--- src/rtl/idex_pipe_stage.sv ---
// Decode-to-execute pipeline stage: main register M feeds execute, skid register S
// absorbs one extra entry so in_ready is a pure decode of held state. Optional IDEX_PERF_EN adds perf counters.
module idex_pipe_stage #(
    parameter int unsigned DATA_W = 16,
    parameter int unsigned LANES  = 1,
    parameter int unsigned REG_AW = 4,
    parameter int unsigned CTRL_W = 9
) (
    input  logic                      clk,
    input  logic                      reset,
    input  logic                      flush,
    input  logic                      in_valid,
    output logic                      in_ready,
    input  logic [CTRL_W-1:0]         ctrl_in,
    input  logic [DATA_W*LANES-1:0]   srcA_in,
    input  logic [DATA_W*LANES-1:0]   srcB_in,
    input  logic [REG_AW-1:0]         rs1_in,
    input  logic [REG_AW-1:0]         rs2_in,
    input  logic [REG_AW-1:0]         rd_in,
    output logic                      out_valid,
    input  logic                      out_ready,
    output logic [CTRL_W-1:0]         ctrl_out,
    output logic [3:0]                aluop_ex,
    output logic [1:0]                wb_sel_ex,
    output logic                      mem_we_ex,
    output logic                      wre_ex,
    output logic                      vwre_ex,
    output logic                      load_ex,
    output logic [DATA_W*LANES-1:0]   srcA_out,
    output logic [DATA_W*LANES-1:0]   srcB_out,
    output logic [REG_AW-1:0]         rs1_ex,
    output logic [REG_AW-1:0]         rs2_ex,
    output logic [REG_AW-1:0]         rd_ex
`ifdef IDEX_PERF_EN
    ,
    output logic [15:0]               stall_cnt,
    output logic [15:0]               flush_cnt
`endif
);

    typedef struct packed {
        logic [CTRL_W-1:0]       ctrl;
        logic [DATA_W*LANES-1:0] src_a;
        logic [DATA_W*LANES-1:0] src_b;
        logic [REG_AW-1:0]       rs1;
        logic [REG_AW-1:0]       rs2;
        logic [REG_AW-1:0]       rd;
    } entry_t;

    logic   m_valid;
    logic   s_valid;
    entry_t m_data;
    entry_t s_data;
    entry_t in_data;
    logic   acc;
    logic   cons;

    assign in_data  = '{ctrl: ctrl_in, src_a: srcA_in, src_b: srcB_in,
                        rs1: rs1_in, rs2: rs2_in, rd: rd_in};
    assign in_ready = !s_valid && !reset;
    assign acc      = in_valid && in_ready;
    assign cons     = m_valid && out_ready;

    always_ff @(posedge clk) begin
        if (reset) begin
            m_valid <= 1'b0;
            s_valid <= 1'b0;
            m_data  <= '0;
            s_data  <= '0;
        end else if (flush) begin
            // Payloads are deliberately left intact; only the valid bits drop.
            m_valid <= 1'b0;
            s_valid <= 1'b0;
        end else if (!m_valid || cons) begin
            if (s_valid) begin
                m_data  <= s_data;
                m_valid <= 1'b1;
                s_valid <= 1'b0;
            end else if (acc) begin
                m_data  <= in_data;
                m_valid <= 1'b1;
            end else begin
                m_valid <= 1'b0;
            end
        end else if (acc) begin
            s_data  <= in_data;
            s_valid <= 1'b1;
        end
    end

    assign out_valid = m_valid;
    assign ctrl_out  = m_data.ctrl & {CTRL_W{m_valid}};
    assign aluop_ex  = ctrl_out[3:0];
    assign wb_sel_ex = ctrl_out[5:4];
    assign mem_we_ex = ctrl_out[6];
    assign wre_ex    = ctrl_out[7];
    assign vwre_ex   = ctrl_out[8];
    assign load_ex   = m_valid && (m_data.ctrl[5:4] == 2'b01);

    assign srcA_out  = m_data.src_a;
    assign srcB_out  = m_data.src_b;
    assign rs1_ex    = m_data.rs1;
    assign rs2_ex    = m_data.rs2;
    assign rd_ex     = m_data.rd;

`ifdef IDEX_PERF_EN
    always_ff @(posedge clk) begin
        if (reset) begin
            stall_cnt <= '0;
            flush_cnt <= '0;
        end else begin
            if (m_valid && !out_ready && stall_cnt != 16'hFFFF)
                stall_cnt <= stall_cnt + 16'd1;
            if (flush && (m_valid || s_valid) && flush_cnt != 16'hFFFF)
                flush_cnt <= flush_cnt + 16'd1;
        end
    end
`endif

endmodule

--- config.mk ---
export PLATFORM = sky130hd
export DESIGN_NAME = idex_pipe_stage
export DESIGN_NICKNAME = d
export VERILOG_FILES = /design/src/rtl/idex_pipe_stage.sv
export SDC_FILE = /design/constraint.sdc
export NUM_CORES = 1
export LEC_CHECK = 0
export BUFFER_PORTS_ARGS = -buffer_cell sky130_fd_sc_hd__buf_2
export CAP_MARGIN = 20
export CORE_MARGIN = 2
export CORE_UTILIZATION = 56
export CTS_BUF_LIST = sky130_fd_sc_hd__clkbuf_4
export CTS_CLUSTER_SIZE = 25
export DETAILED_ROUTE_END_ITERATION = 8
export PLACE_DENSITY = 0.8
export SETUP_SLACK_MARGIN = 0.1
export SLEW_MARGIN = 20
export SYNTH_ARGS = -nofsm -noshare
export SYNTH_HDL_FRONTEND = slang
export SYNTH_SLANG_ARGS = --single-unit
--- constraint.sdc ---
create_clock -name clk -period 1.9 [get_ports clk]
set_input_delay 0.38 -clock clk [delete_from_list [all_inputs] [get_ports clk]]
set_output_delay 0.38 -clock clk [all_outputs]
set_load 0.05 [all_outputs]
After elaboration in Yosys (flattened, before gate mapping)
Cells that the tools add are included.
{ "word_totals": {"register_bits": 108, "in_bits": 58, "output_inout_bits": 65, "elab_cells": 35} }
{ "op_classes": {"eq_ne": 1, "mux": 4, "n_bitwise": 3, "reduce_logical": 13} }
{ "ops": {"columns": ["cell", "n"], "rows": [
  ["$mux W53", 2],
  ["$and A9 B9 Y9", 1],
  ["$reduce_and A3 Y1", 2],
  ["$logic_and A1 B1 Y1", 4],
  ["$logic_not A1 Y1", 3],
  ["$reduce_or A3 Y1", 1],
  ["$eq A2 B1 Y1 const B", 1],
  ["$mux W1", 2],
  ["$not A1 Y1", 2],
  ["$reduce_bool A2 Y1", 1],
  ["$reduce_or A2 Y1", 1],
  ["$logic_or A1 B1 Y1", 1]
]} }

Depth between registers and ports, before layout
Gate-level depths: netlist of the first run.
{ "depth": {"ltp_word": 5, "depth_mapped": 5} }

Least setup slack after synthesis of the first run
OpenSTA, ideal clock, no wires.
{ "synth_timing": {"kind": "flip-flop to output port", "start": "register m_valid (netlist: out_valid)", "end": "output load_ex", "t_arrival_ns": 2.137, "t_required_ns": 1.520, "setup_slack_ns": -0.617, "path_stages_with_launch": 4, "n_path_buf": 1, "cell_sequence": "dfxtp_1 -> clkbuf_2 -> and2_1 -> nor2b_1"} }
{ "synth_via": {"elab_chain_cells": 1} }
{ "synth_lines": {"columns": ["item", "line_no", "source"], "rows": [
  ["start, declared", "50", "logic m_valid;"],
  ["start signal, assigned", "66", "m_valid <= 1'b0;"],
  ["start signal, assigned", "72", "m_valid <= 1'b0;"],
  ["start signal, assigned", "77", "m_valid <= 1'b1;"],
  ["$logic_and A1 B1 Y1", "98", "assign load_ex = m_valid && (m_data.ctrl[5:4] == 2'b01);"],
  ["end, declared", "28", "output logic load_ex,"]
]} }
No other way between the ends.

Worst setup path in the final report of the first run
Same ends and word-level chain as after synthesis.

==> run metrics, run 1 <==
final setup violation count=0; Clk pwr share=0.260; Comb power frac=0.145; Die Y=103 um; routed length per instance=14.9 um; CP arrival=1380 ps; number of port buffers=122; Post-DP HPWL=7340 um; worst-skew pair later-pin latency=460 ps; DRT Wirelength=11800 um; Initial Utilization=0.571; pin count of the biggest net entering global routing=102; DRC violations left=0; Vias=4208; peak fanout along the critical path=9; commonest cells after routing, fill and taps aside=buf_2, dfxtp_1, nor2_1; Net Sw Power=0.00114 W; Core Util, Final=0.624; RSZ-0062 raised after global routing=true; Area Growth Syn to Fin=9.18%; max-slew violations=0; Rel. slew slack=0.598; clock period minus worst slack=1760 ps; CP Launch Type=register; die area=0.0106 sq mm; hold_buf cts=0; worst-margin pin slew=603 ps; Syn Area/Cell=9.09 sq um; drt first pass iters=4; final instance area=0.00601 sq mm; gpl congestion=0.755; post-synth cell types=25; outcome=completed; layout cell share with drive strength beyond 1=0.335; Worst-path clk slew=160 ps; Yosys reg bits=108; DP Area=0.00581 sq mm; core area=0.00964 sq mm; PwrDens=652 mW/mm^2; Final #Nets=710; Root Driver=clkbuf_4; global-route wire length before repair=17800 um; Leakage Power=2.47 nW; initial antenna violation count=0; worst vdd ir=442 uV; Clock Sinks=108; Worst Setup End Kind=output port; Synth Cell Area=0.00551 sq mm; CTS tree=built; maximum clock frequency=0.567 GHz; Final period util=0.929; Final Hold Viols=0; Mapped Cells=606; Seq/Total Area, Yosys=0.393; Fin Clk Skew=8.82 ps; I/O pin count=123; DRT antenna net count=0; GR Overflow Total=0; total track usage=0.211; Clock Path Buffers=2; Net Sw Frac=0.290; Worst EP required=1520 ps; sequential power share=0.595; vias in the first global route=3728; Yosys warning count=0; Vias per Instance=5.33; Die Span X=103 um; HP Class=input port to register; commonest non-fill, non-tap cell in the layout=buf_2; TNS Setup=0 ps; diodes inserted=0; maxcap violations=0; critical path type=register to output port; internal power=0.00278 W; CTS H-tree lvls=3; syn nets=664; first-iteration detailed-routing DRC count=259; TritonCTS buffer count=9; Site Rows=36
power by group through the flow:
stage / registers [W] / clock network (W) / logic [W]
floorplan: 0.00238 / 0 / 0.000433
global placement: 0.00238 / 0 / 0.000549
finish: 0.00233 / 0.00102 / 0.000568
detailed placement: 0.00238 / 0 / 0.000560
CTS: 0.00233 / 0.00104 / 0.000567
global route: 0.00234 / 0.00112 / 0.000608
area by class of cell:
cell class              count  area (sq um)
repair buffers            140           902
multi-input cells         392          2670
flip-flops and latches    108          2170
well taps                 133           166
clock buffers              10          75.1
inverters                   1          3.75
clock inverters             5          30.0
fillers                   800          3630
flip-flops by register name, summed over array words and instances (netlist names):
register,count
srcA_out,16
rs1_ex,4
rs2_ex,4
rd_ex,4
s_data,53
out_valid,1
srcB_out,16
m_data,9
s_valid,1
repair_timing:
item                                    in CTS  in global routing
cloned                                       1                  1
buffers inserted                             2                  0
resized for setup                            5                  3
endpoints found under the setup margin      20                  5
cell families after synthesis:
kind of cell,after synthesis,share of synthesized area
AOI/OAI and AO/OA,108,0.102
and+or+nand+nor,178,0.169
muxes,106,0.205
buffers and inverters,106,0.132
DFF,108,0.393
cell usage after synthesis:
master	n	area [sq um]
nor2_1	56	210
clkbuf_2	1	5.00
nor2b_1	56	350
buf_2	13	65.1
and2_1	9	56.3
o21ai_0	4	20.0
buf_4	59	443
mux2_1	9	101
a211oi_1	1	7.51
buf_1	3	11.3
o21ai_1	46	230
clkbuf_1	17	63.8
mux2i_1	53	531
inv_1	1	3.75
nand3_1	53	265
dfxtp_1	108	2160
nand2b_1	1	6.26
buf_6	12	135
mux2_2	44	495
or2b_1	1	7.51
o211ai_2	1	12.5
a21oi_1	53	265
o21ai_2	3	26.3
nor4b_4	1	23.8
or4b_1	1	10.0
worst max-delay path, cell delays in order, from the launching register on:
cell     delay, ps
dfxtp_2        370
buf_6          120
and2_4         140
nor2b_4        140
buf_8          150
per-stage QoR:
stage,total power (W),std cells,setup slack [ps],hold slack [ps]
after floorplan,0.00281,606,116,443
after detailed placement,0.00294,770,37.7,460
after CTS,0.00394,788,108,147
final,0.00392,789,136,162
after global routing,0.00407,789,82.6,137
after global placement,0.00293,770,70.7,449
final timing paths:
path                                      to  cells past startpoint  slack (ps)        from
worst min-delay path              s_data[18]                      3         160  srcB_in[6]
worst max-delay path                 load_ex                      4         140   out_valid
worst max register to register  srcA_out[11]                      4         210     s_valid
worst min register to register    s_data[49]                      2         470  s_data[49]
metal layers:
metal / up-vias / routed length [um] / global-route usage
met2: 134 / 5710 / 0.343
met5: - / 0 / 0
met4: 0 / 115 / 0.0658
met3: 9 / 693 / 0.0457
li1: 2101 / - / -
met1: 1964 / 5250 / 0.282
(Power assumes the default switching activity.)
==> inputs of run 2 (changes only) <==
- REMOVE_ABC_BUFFERS: unset -> 1
==> run metrics, run 2 (synthesis gave the netlist of run 1 again) <==
worst-margin pin slew=854 ps (+251 ps); commonest non-fill, non-tap cell in the layout=buf_2; Die Y=103 um (unchanged); met3 Usage GRT=0.0444 (-0.00134); Final period util=0.926 (-0.00217); Worst Setup End Kind=output port; hold path start=srcA_in[13]; Post-DP HPWL=7630 um (+3.9%); layer with the highest usage=met2; core area=0.00964 sq mm (unchanged); GR Overflow Total=0 (unchanged); max-slew violations=0 (unchanged); Die Span X=103 um (unchanged); DRT Wirelength=11400 um (-2.9%); I/O pin count=123 (unchanged); number of port buffers=122 (unchanged); Final #Nets=709 (-0.14%); Largest stage delay, worst path=380 ps (about the same); storage element area=0.00217 sq mm (unchanged); Largest Register=s_data; Hold Path Stages=3 (unchanged); drt first pass iters=4 (unchanged); outcome=completed; worst-skew pair later-pin latency=440 ps (-20 ps); vias in the first global route=4012 (+7.6%); peak fanout along the critical path=6 (-3); HP Class=input port to register; TritonCTS buffer count=9 (unchanged); DRT antenna net count=0 (unchanged); global-route wire length before repair=18200 um (+2.2%); Vias=4264 (+1.3%); Worst EP required=1520 ps (about the same); Area Growth Syn to Fin=9.31%; final setup violation count=0 (unchanged); Crit path depth=4 (unchanged); FF-to-FF path depth=4 (unchanged); Clock Path Buffers=2 (unchanged); RSZ-0062 raised after global routing=true; layout cell share with drive strength beyond 1=0.323 (-0.0122); DRC violations left=0 (unchanged); CP Launch Type=register; maxcap violations=0 (unchanged); Root Driver=clkbuf_4; Worst-path clk slew=170 ps (about the same); Slowest-stage cell, CP=dfxtp_2; Fin Clk Skew=16.6 ps (+7.75 ps); worst vdd ir=489 uV (+11%); hold_buf cts=0 (unchanged); TNS Setup=0 ps (unchanged); CP Launch Point=out_valid; Site Rows=36 (unchanged); DP Area=0.00579 sq mm (-0.34%); clock period minus worst slack=1760 ps (-4.13 ps); critical path type=register to output port; worst reg2reg path startpoint=out_valid; Initial Utilization=0.571 (unchanged); PwrDens=677 mW/mm^2 (+3.9%); CP Buf/Inv Count=2 (unchanged); crit path cell chain=buf_6 > and2_4 > nor2b_4 > buf_8; total track usage=0.213 (+0.00168); filler cell count=856 (+7.0%); Vias per Instance=5.40 (+1.2%); Final Hold Viols=0 (unchanged); CP arrival=1380 ps (about the same); Leakage Power=2.45 nW (-0.99%); met1 Usage GRT=0.274 (-0.00874); CTS H-tree lvls=3 (unchanged); GR Util met2=0.360 (+0.0165); CTS tree=built; initial antenna violation count=1 (+1); routed length per instance=14.5 um (-3.1%); Rel. slew slack=0.431 (-0.167); maximum clock frequency=0.568 GHz (+0.23%); gpl congestion=0.773 (+2.4%); kind of cell adding the most delay to the critical path=flip-flops; die area=0.0106 sq mm (unchanged); commonest cells after routing, fill and taps aside=buf_2, dfxtp_1, nor2_1; final instance area=0.00602 sq mm (+0.12%); Clock Sinks=108 (unchanged); pin count of the biggest net entering global routing=91 (-11%); footprint of the multi-input gates=0.00265 sq mm (-0.70%); first-iteration detailed-routing DRC count=174 (-33%); max reg flops=53 (unchanged)
-- run 2: final cells by class --
type / count / share of cell area
Multi-Input combinational cell: 392 / 0.440
Sequential cell: 108 / 0.360
Timing Repair Buffer: 139 / 0.148
Tap cell: 133 / 0.0276
Clock inverter: 7 / 0.0125
Clock buffer: 9 / 0.0112
Inverter: 1 / 0.000623
Antenna cell: 1 / 0.000416
-- run 2: worst min-delay path, stage by stage --
cell and delay (ps):
buf_2 110, nand3_1 60, a21oi_1 50
-- run 2: metrics by stage --
step	instances	power, W	utilization	hold WS, ps	worst slack [ps]
after floorplan	501	0.00270	-	437	-2130
after global placement	771	0.00293	0.600	448	39.1
after detailed placement	771	0.00294	0.600	461	27.9
after CTS	787	0.00410	0.618	149	91.7
after global routing	790	0.00426	0.625	130	55.9
final	790	0.00408	0.625	178	140
-- run 2: report_power, final --
group,leakage (nW),switching (W),internal [W]
registers,0.875,0.0000212,0.00231
clock network,0.0685,0.000770,0.000406
logic,1.50,0.000366,0.000203
total,2.45,0.00116,0.00292
-- run 2: layer usage --
layer	routed length (um)	share of wire
met5	0	0
met4	121	0.011
met3	578	0.051
met2	5690	0.50
met1	5030	0.44
-- run 2: timing repair --
item / 4_1_cts / 5_1_grt
buffers inserted: 0 / 1
setup endpoints to repair: 4 / 20
gates cloned: 0 / 1
gates resized for setup: 9 / 23
-- run 2: path summary, 6_finish.rpt --
path / endpoint / slack, ps
max: load_ex / 140
min: s_data[41] / 180
max reg2reg: s_data[42] / 220
min reg2reg: s_data[14] / 480
==> inputs of run 3 (changes only) <==
- CELL_PAD_IN_SITES_DETAIL_PLACEMENT: unset -> 0
- CELL_PAD_IN_SITES_GLOBAL_PLACEMENT: unset -> 1
- CORE_UTILIZATION: 56 -> 42
- CTS_BUF_LIST: sky130_fd_sc_hd__clkbuf_4 -> sky130_fd_sc_hd__clkbuf_8
==> run metrics, run 3 (synthesis gave the netlist of run 1 again) <==
maxcap violations=0 (unchanged); final setup violation count=0 (unchanged); Finished Layout Cells=828 (+4.8%); Final period util=0.918 (-0.00865); TritonCTS buffer count=9 (unchanged); layout cell share with drive strength beyond 1=0.316 (-0.00762); Vias=4186 (-1.8%); post-CTS setup repair buffer count=0 (unchanged); CP arrival=1360 ps (-20 ps); global-route wire length before repair=19100 um (+4.7%); I/O pin count=123 (unchanged); Initial Utilization=0.433 (-0.138); hold_buf cts=0 (unchanged); Final Hold Viols=0 (unchanged); CP Launch Type=register; number of instances in the placed design=812 (+5.3%); TNS Setup=0 ps (unchanged); Clock Path Buffers=2 (unchanged); Largest Register=s_data; maximum clock frequency=0.574 GHz (+0.94%); RSZ-0062 raised after global routing=true; post-CTS resize count=0 (-9); Worst-path clk slew=100 ps (-70 ps); number of port buffers=122 (unchanged); CTS H-tree lvls=3 (unchanged); DRT antenna net count=0 (unchanged); pre-CTS setup slack=54.6 ps (+26.7 ps); final worst slack=156 ps (+16.4 ps); commonest cells after routing, fill and taps aside=buf_2, dfxtp_1, nor2_1; worst-margin pin slew=555 ps (-299 ps); CTS tree=built; clock period minus worst slack=1740 ps (-16.4 ps); first-iteration detailed-routing DRC count=291 (+67%); DRC violations left=0 (unchanged); DRT Wirelength=11300 um (-1.4%); pin count of the biggest net entering global routing=70 (-23%); worst vdd ir=391 uV (-20%); total chip power=0.00425 W (+4.2%); Root Driver=clkbuf_8; Final #Nets=709 (unchanged); max reg flops=53 (unchanged); GR Overflow Total=0 (unchanged); diodes inserted=0 (-1); HP Class=input port to register; max-slew violations=0 (unchanged); critical path type=register to output port; worst-skew pair later-pin latency=380 ps (-60 ps); Site Rows=41 (+14%); Worst EP required=1520 ps (about the same); Post-DP HPWL=7410 um (-2.8%); core area=0.0127 sq mm (+32%); die area=0.0140 sq mm (+32%); drt first pass iters=4 (unchanged); vias in the first global route=4014 (+0.050%); Die Span X=119 um (+15%); total track usage=0.164 (-0.0490); PwrDens=705 mW/mm^2 (+4.0%); Core Util, Final=0.474 (-0.150); Worst Setup End Kind=output port; filler cell count=1260 (+47%); commonest non-fill, non-tap cell in the layout=buf_2; routed length per instance=13.6 um (-5.9%); peak fanout along the critical path=10 (+4); initial antenna violation count=0 (-1); Rel. slew slack=0.630 (+0.200); Clock Sinks=108 (unchanged); Die Y=119 um (+15%); Leakage Power=2.46 nW (+0.58%); Vias per Instance=5.06 (-6.3%); Area Growth Syn to Fin=9.52%; outcome=completed; Fin Clk Skew=10.3 ps (-6.29 ps); gpl congestion=0.726 (-6.0%)
[run 3: cell types whose count changed in the layout (fill, tap and decap cells not counted), moves of 2 or more]
cell / delta
buf_12: -2
clkbuf_4: -13
buf_4: -2
clkbuf_8: +12
buf_2: +11
buf_6: -2
[run 3: cell type report]
class,count,area (sq um),area share
multi-input cells,392,2640,0.437
clock inverters,4,23.8,0.00394
flip-flops and latches,108,2170,0.359
inverters,1,3.75,0.000622
clock buffers,12,165,0.0274
repair buffers,139,821,0.136
well taps,172,215,0.0357
[run 3: layer usage]
| layer | global-route usage | share of wire | vias to the layer above |
|---|---|---|---|
| met5 | 0 | 0 | - |
| met4 | 0.0655 | 0.017 | 0 |
| met3 | 0.0338 | 0.045 | 15 |
| met2 | 0.279 | 0.48 | 91 |
| met1 | 0.202 | 0.46 | 1975 |
| li1 | - | - | 2105 |
[run 3: power by group]
part	switching, W	leakage [nW]	internal (W)
registers	0.0000192	0.875	0.00231
clock network	0.000788	0.0958	0.000579
logic	0.000363	1.49	0.000195
total	0.00117	2.46	0.00308
[run 3: path summary, 6_finish.rpt]
kind | from | end | slack, ps | depth (start not counted)
hold / removal | rs2_in[1] | s_data[5] | 250 | 3
setup / recovery | out_valid | aluop_ex[2] | 160 | 3
setup reg to reg | out_valid | s_data[11] | 250 | 4
hold reg to reg | s_data[14] | s_data[14] | 460 | 2
[run 3: critical path: stages, from the launching register on]
cell and delay (ps):
dfxtp_1 360, buf_4 180, and2_1 170, buf_2 270
[run 3: metrics by stage]
step | area, sq um | hold WS [ps]
floorplan | 4780 | 437
global placement | 5840 | 448
detailed placement | 5840 | 456
CTS | 6030 | 222
global route | 6030 | 245
finish | 6030 | 248
